### config.mk
export PLATFORM = sky130hd
export DESIGN_NAME = bcd2bin_arbiter
export DESIGN_NICKNAME = d
export VERILOG_FILES = /design/src/rtl/bcd2bin_arbiter_pkg.sv /design/src/rtl/bcd2bin_arbiter_rr_pick.sv /design/src/rtl/bcd2bin_arbiter.sv
export SDC_FILE = /design/constraint.sdc
export NUM_CORES = 1
export LEC_CHECK = 0
export BUFFER_PORTS_ARGS = -buffer_cell sky130_fd_sc_hd__clkbuf_2
export CAP_MARGIN = 15
export CORE_ASPECT_RATIO = 1.75
export CORE_MARGIN = 2
export CORE_UTILIZATION = 35
export CTS_CLUSTER_DIAMETER = 80
export DETAILED_ROUTE_END_ITERATION = 12
export GPL_ROUTABILITY_DRIVEN = 0
export GPL_TIMING_DRIVEN = 0
export SYNTH_ARGS = -nofsm -noshare
export SYNTH_HDL_FRONTEND = slang
export SYNTH_SLANG_ARGS = --single-unit
### constraint.sdc
create_clock -name clk -period 3.9 [get_ports clk]
set_input_delay 0 -clock clk [delete_from_list [all_inputs] [get_ports clk]]
set_output_delay 0 -clock clk [all_outputs]
set_load 0.02 [all_outputs]
### src/rtl/bcd2bin_arbiter_pkg.sv
// Shared types and constants for the BCD-to-binary conversion arbiter.
package bcd2bin_arbiter_pkg;

  localparam int unsigned BCD_W = 4;
  localparam int unsigned BIN_W = 7;
  localparam logic [BCD_W-1:0] BCD_MAX = 4'd9;

  typedef enum logic [1:0] {
    IDLE  = 2'd0,
    ISSUE = 2'd1,
    WAIT  = 2'd2,
    RESP  = 2'd3
  } state_e;

  function automatic logic bcd_digit_ok(input logic [BCD_W-1:0] d);
    return d <= BCD_MAX;
  endfunction

endpackage

### src/rtl/bcd2bin_arbiter_rr_pick.sv
// Combinational round-robin picker: first asserted request at or after ptr_i.
module rr_pick #(
  parameter int unsigned NUM_REQ = 4,
  parameter int unsigned IDX_W   = (NUM_REQ > 1) ? $clog2(NUM_REQ) : 1
) (
  input  logic [NUM_REQ-1:0] req_i,
  input  logic [IDX_W-1:0]   ptr_i,
  output logic [NUM_REQ-1:0] grant_o,
  output logic [IDX_W-1:0]   idx_o
);

  logic        found;
  int unsigned pos;

  always_comb begin
    grant_o = '0;
    idx_o   = '0;
    found   = 1'b0;
    pos     = 0;
    for (int unsigned k = 0; k < NUM_REQ; k++) begin
      pos = (32'(ptr_i) + k) % NUM_REQ;
      if (!found && req_i[IDX_W'(pos)]) begin
        found                 = 1'b1;
        grant_o[IDX_W'(pos)]  = 1'b1;
        idx_o                 = IDX_W'(pos);
      end
    end
  end

endmodule

### src/rtl/bcd2bin_arbiter.sv
// Arbitrates NUM_REQ requesters onto one BCD-to-binary converter, one request in flight.
module bcd2bin_arbiter
  import bcd2bin_arbiter_pkg::*;
#(
  parameter int unsigned NUM_REQ = 4,
  parameter int unsigned TIMEOUT = 64
) (
  input  logic                     clk,
  input  logic                     reset_n,
  input  logic [NUM_REQ-1:0]       req_valid,
  input  logic [BCD_W*NUM_REQ-1:0] req_bcd1,
  input  logic [BCD_W*NUM_REQ-1:0] req_bcd0,
  output logic [NUM_REQ-1:0]       req_ready,
  output logic [NUM_REQ-1:0]       rsp_valid,
  output logic [BIN_W-1:0]         rsp_bin,
  output logic                     rsp_err,
  output logic                     conv_start,
  output logic [BCD_W-1:0]         conv_bcd1,
  output logic [BCD_W-1:0]         conv_bcd0,
  input  logic                     conv_ready,
  input  logic                     conv_done_tick,
  input  logic [BIN_W-1:0]         conv_bin
);

  localparam int unsigned IDX_W = (NUM_REQ > 1) ? $clog2(NUM_REQ) : 1;
  localparam int unsigned CNT_W = $clog2(TIMEOUT);
  localparam logic [IDX_W-1:0] LAST_IDX = IDX_W'(NUM_REQ - 1);
  localparam logic [CNT_W-1:0] CNT_LAST = CNT_W'(TIMEOUT - 1);

  state_e             state_q, state_d;
  logic [IDX_W-1:0]   rr_ptr_q, rr_ptr_d;
  logic [IDX_W-1:0]   gnt_q, gnt_d;
  logic [BCD_W-1:0]   bcd1_q, bcd1_d;
  logic [BCD_W-1:0]   bcd0_q, bcd0_d;
  logic [BIN_W-1:0]   bin_q, bin_d;
  logic               err_q, err_d;
  logic [CNT_W-1:0]   cnt_q, cnt_d;

  logic [NUM_REQ-1:0] pick_grant;
  logic [IDX_W-1:0]   pick_idx;
  logic [BCD_W-1:0]   sel_bcd1, sel_bcd0;

  rr_pick #(
    .NUM_REQ (NUM_REQ),
    .IDX_W   (IDX_W)
  ) u_rr_pick (
    .req_i   (req_valid),
    .ptr_i   (rr_ptr_q),
    .grant_o (pick_grant),
    .idx_o   (pick_idx)
  );

  // Digit mux for the requester the picker selected this cycle.
  always_comb begin
    sel_bcd1 = '0;
    sel_bcd0 = '0;
    for (int i = 0; i < NUM_REQ; i++) begin
      if (pick_idx == IDX_W'(i)) begin
        sel_bcd1 = req_bcd1[i*BCD_W +: BCD_W];
        sel_bcd0 = req_bcd0[i*BCD_W +: BCD_W];
      end
    end
  end

  always_ff @(posedge clk or negedge reset_n) begin
    if (!reset_n) begin
      state_q  <= IDLE;
      rr_ptr_q <= '0;
      gnt_q    <= '0;
      bcd1_q   <= '0;
      bcd0_q   <= '0;
      bin_q    <= '0;
      err_q    <= 1'b0;
      cnt_q    <= '0;
    end else begin
      state_q  <= state_d;
      rr_ptr_q <= rr_ptr_d;
      gnt_q    <= gnt_d;
      bcd1_q   <= bcd1_d;
      bcd0_q   <= bcd0_d;
      bin_q    <= bin_d;
      err_q    <= err_d;
      cnt_q    <= cnt_d;
    end
  end

  // Ready is gated by reset_n so nothing handshakes while reset is held.
  always_comb begin
    state_d    = state_q;
    rr_ptr_d   = rr_ptr_q;
    gnt_d      = gnt_q;
    bcd1_d     = bcd1_q;
    bcd0_d     = bcd0_q;
    bin_d      = bin_q;
    err_d      = err_q;
    cnt_d      = cnt_q;
    req_ready  = '0;
    rsp_valid  = '0;
    conv_start = 1'b0;

    unique case (state_q)
      IDLE: begin
        cnt_d = '0;
        if (reset_n) begin
          req_ready = pick_grant;
        end
        if (|req_valid) begin
          gnt_d  = pick_idx;
          bcd1_d = sel_bcd1;
          bcd0_d = sel_bcd0;
          if (!bcd_digit_ok(sel_bcd1) || !bcd_digit_ok(sel_bcd0)) begin
            bin_d   = '0;
            err_d   = 1'b1;
            state_d = RESP;
          end else begin
            state_d = ISSUE;
          end
        end
      end
      ISSUE: begin
        if (conv_ready) begin
          conv_start = 1'b1;
          cnt_d      = '0;
          state_d    = WAIT;
        end
      end
      WAIT: begin
        if (conv_done_tick) begin
          bin_d   = conv_bin;
          err_d   = 1'b0;
          state_d = RESP;
        end else if (cnt_q == CNT_LAST) begin
          bin_d   = '0;
          err_d   = 1'b1;
          state_d = RESP;
        end else begin
          cnt_d = cnt_q + CNT_W'(1);
        end
      end
      RESP: begin
        rsp_valid[gnt_q] = 1'b1;
        rr_ptr_d = (gnt_q == LAST_IDX) ? '0 : gnt_q + IDX_W'(1);
        state_d  = IDLE;
      end
      default: state_d = IDLE;
    endcase
  end

  assign rsp_bin   = bin_q;
  assign rsp_err   = err_q;
  assign conv_bcd1 = bcd1_q;
  assign conv_bcd0 = bcd0_q;

endmodule

==> results by group <==
Logic synthesis
  – Mapped Cells: 299
  – Post-Syn Area: 2550 sq um
  – Most numerous cell in the Yosys netlist: nand2_1
  – Post-synth top area share: 27.5%
  – Syn_nets: 363
  – Top FF cell, synth: dfrtp_1
  – Post-synthesis register bit count: 28
  – Top cells by area, synth: dfrtp_1, ha_1, mux2i_1
  – Async set-reset flop share out of synthesis: 100%
  – Post-synth top area cell: dfrtp_1
  – Ys Warns: 0
  – Syn Area/Cell: 8.53 sq um
  – Post-synth top cells: nand2_1, dfrtp_1, nor2_1, o21ai_0, ha_1
  – Distinct cells, synth: 54
  – Number of synthesized flops with an enable pin: 0
  – Sequential share of the synthesized area: 27.5%

Critical path
  – WP data required: 4.04 ns
  – Critical Path Start Type: flip-flop
  – Worst Path Arrival: 3.67 ns
  – Kind of critical path: reg -> reg
  – Reg2Reg Setup Slack: 0.37 ns
  – Worst setup EP type: flip-flop
  – CP max FO: 11

Timing
  – Final max-slew violation count: 0
  – Worst-margin pin slew: 0.758 ns
  – Max Clock Freq: 0.283 GHz
  – Final period util: 90.5%
  – Post-route setup slack: 0.371 ns
  – Final setup fails: 0
  – Slew margin rel.: 49.5%
  – Final Hold Viols: 0
  – Clk_skew: 0.00392 ns
  – RSZ-0062 raised after global routing: false
  – Post-Route Setup TNS: 0 ns
  – Final Critical Period: 3.53 ns

Power and ir drop
  – Internal: 1.31 mW
  – Logic pwr share: 68.6%
  – Seq pwr share: 19.4%
  – Sw Ratio: 49.6%
  – Leakage: 1.50 nW
  – Switching power: 1.29 mW
  – Pwr/cell area: 818 nW/um^2
  – Clock network power share: 11.9%
  – Worst VDD drop: 0.282 mV

CTS
  – H-tree depth: 1
  – Clock root buffer: clkbuf_16
  – Clk sinks: 28
  – Skew-Pair Late Insertion Delay: 0.27 ns
  – CTS Buffer Depth: 2
  – Clock-pin slew on the worst setup and hold paths: 0.07 ns
  – CTS Buf Count: 3
  – CTS tree: done

Placed design
  – Pre-CTS setup slack: 0.106 ns
  – Placed cells: 456
  – Port bufs: 71
  – Dpl hpwl: 5410 microns

Hold path
  – Hold WC Path Type: in -> reg

Global route
  – Vias in the first global route: 2512
  – Initial antenna violation count: 0
  – First-pass GRT wire length: 11100 microns
  – GRT Util Overall: 17.9%
  – Largest net degree at the start of global routing: 30
  – GRT overflow: 0

Route
  – WL final: 6720 microns
  – Iter 0 DRT Violations: 96
  – Routed len/inst: 14.5 microns
  – Via density: 5.38
  – Via count: 2491
  – Pre-antenna DRT Iters: 6
  – Drt drc: 0
  – ANT nets after route: 0

Floorplan
  – Core area: 7130 sq um
  – Initial cell density of the core: 35.8%
  – Total I/O pin count: 72
  – Die area: 8020 sq um
  – Die W: 68.5 microns
  – Die Y: 117 microns
  – Rows: 41

Run status
  – Outcome: complete, no violations

Cells and area
  – Layout Utilization: 44.5%
  – Final nets: 442
  – Share of cells above drive strength 1: 29.2%
  – Ant. Diodes: 0
  – Fill cells: 759
  – Area growth syn-to-layout: 24.3%
  – Final cell count without fillers: 463

Run
  – Total of max-cap violations: 0
==> layer usage <==
metal | vias to the layer above | routed length, microns | GRT usage (%)
met1 | 1175 | 2680 | 20.0
met4 | 0 | 112 | 6.00
met5 | - | 0 | 0
met3 | 8 | 183 | 1.15
met2 | 46 | 3750 | 34.4
li1 | 1262 | - | -
==> path summary, 6_finish.rpt <==
path	startpoint	end	depth (start not counted)
setup / recovery	rr_ptr_q[1]$_DFFE_PN0P_	conv_bcd0[3]$_DFFE_PN0P_	9
max in group asynchronous	reset_n	rr_ptr_q[0]$_DFFE_PN0P_	2
min in group asynchronous	reset_n	cnt_q[1]$_DFFE_PN0P_	2
setup reg to reg	rr_ptr_q[1]$_DFFE_PN0P_	conv_bcd0[3]$_DFFE_PN0P_	9
hold reg to reg	conv_bcd1[2]$_DFFE_PN0P_	conv_bcd1[2]$_DFFE_PN0P_	2
hold / removal	conv_bin[0]	rsp_bin[0]$_DFFE_PN0P_	5
==> registers in the layout, indices dropped and copies added, names as in the netlist <==
signal and count:
cnt_q 6, conv_bcd0 4, conv_bcd1 4, gnt_q 2
rr_ptr_q 2, rsp_bin 7, rsp_err 1, state_q 2
==> layout make-up <==
type | instances | area [sq um] | area share, %
multi-input cells | 243 | 1730 | 54.6
flip-flops and latches | 28 | 702 | 22.1
repair buffers | 75 | 393 | 12.4
well taps | 86 | 108 | 3.39
plain buffers | 16 | 91.3 | 2.88
clock buffers | 3 | 75.1 | 2.37
inverters | 11 | 41.3 | 1.30
clock inverters | 1 | 30.0 | 0.947
==> placed cells by master, fill, tap and decap left out, drive strengths merged, types with 2 or more instances in the layout <==
master,n
nor3b,3
nand3,14
clkbuf,85
a22o,4
or2,2
nor3,5
a221oi,9
inv,11
nand4,3
and2,11
o21ai,35
nand2b,4
a21oi,8
nand2,33
ha,17
buf,6
mux4,2
or3,5
nor2b,2
or4b,2
nor2,25
a211oi,2
o2111ai,5
dfrtp,28
a22oi,5
mux2,10
nand3b,2
dlygate4sd3,3
and3,2
a41oi,2
a31oi,2
mux2i,14
==> cells by family (layout without fill, tap and decap cells) <==
group / count (synthesis) / in the layout / share of synthesized area (%)
AOI/OAI and AO/OA: 82 / 82 / 23.5
xor gates and xnor gates: 1 / 1 / 0.343
adders and majority gates: 17 / 17 / 8.34
buffers and inverters: 28 / 106 / 5.15
DFF: 28 / 28 / 27.5
muxes: 26 / 26 / 11.8
and+or+nand+nor: 117 / 117 / 23.4
==> what timing repair did <==
| item | 4_1_cts | 5_1_grt |
|---|---|---|
| gates resized for setup | 0 | 7 |
| hold buffers | 3 | 0 |
| buffers inserted | 0 | 1 |
| endpoints found under the hold margin | 30 | 0 |
| endpoints found under the setup margin | 0 | 17 |
==> power groups by stage <==
stage	clock, mW	combinational (mW)	sequential, mW
after floorplan	0	1.23	0.578
after global placement	0	1.73	0.514
after detailed placement	0	1.75	0.516
after CTS	0.319	1.76	0.511
after global routing	0.328	1.99	0.523
final	0.310	1.78	0.504
==> metrics by stage <==
stage	instance area (sq um)	total power, mW	hold slack, ns
floorplan	2550	1.81	-0.296
global placement	3010	2.24	0.109
detailed placement	3010	2.26	0.117
CTS	3150	2.59	0.0973
global route	3170	2.84	0.142
finish	3170	2.59	0.103
==> worst max-delay path, cell delays in order (launching register included) <==
cell,delay (ns)
dfrtp_1,0.58
inv_1,0.22
ha_1,0.41
mux4_2,0.48
a211oi_1,0.10
a2111oi_4,0.64
buf_4,0.32
mux2_2,0.35
o21ai_0,0.21
o21ai_1,0.09
Power figures use the tool's default switching activity.
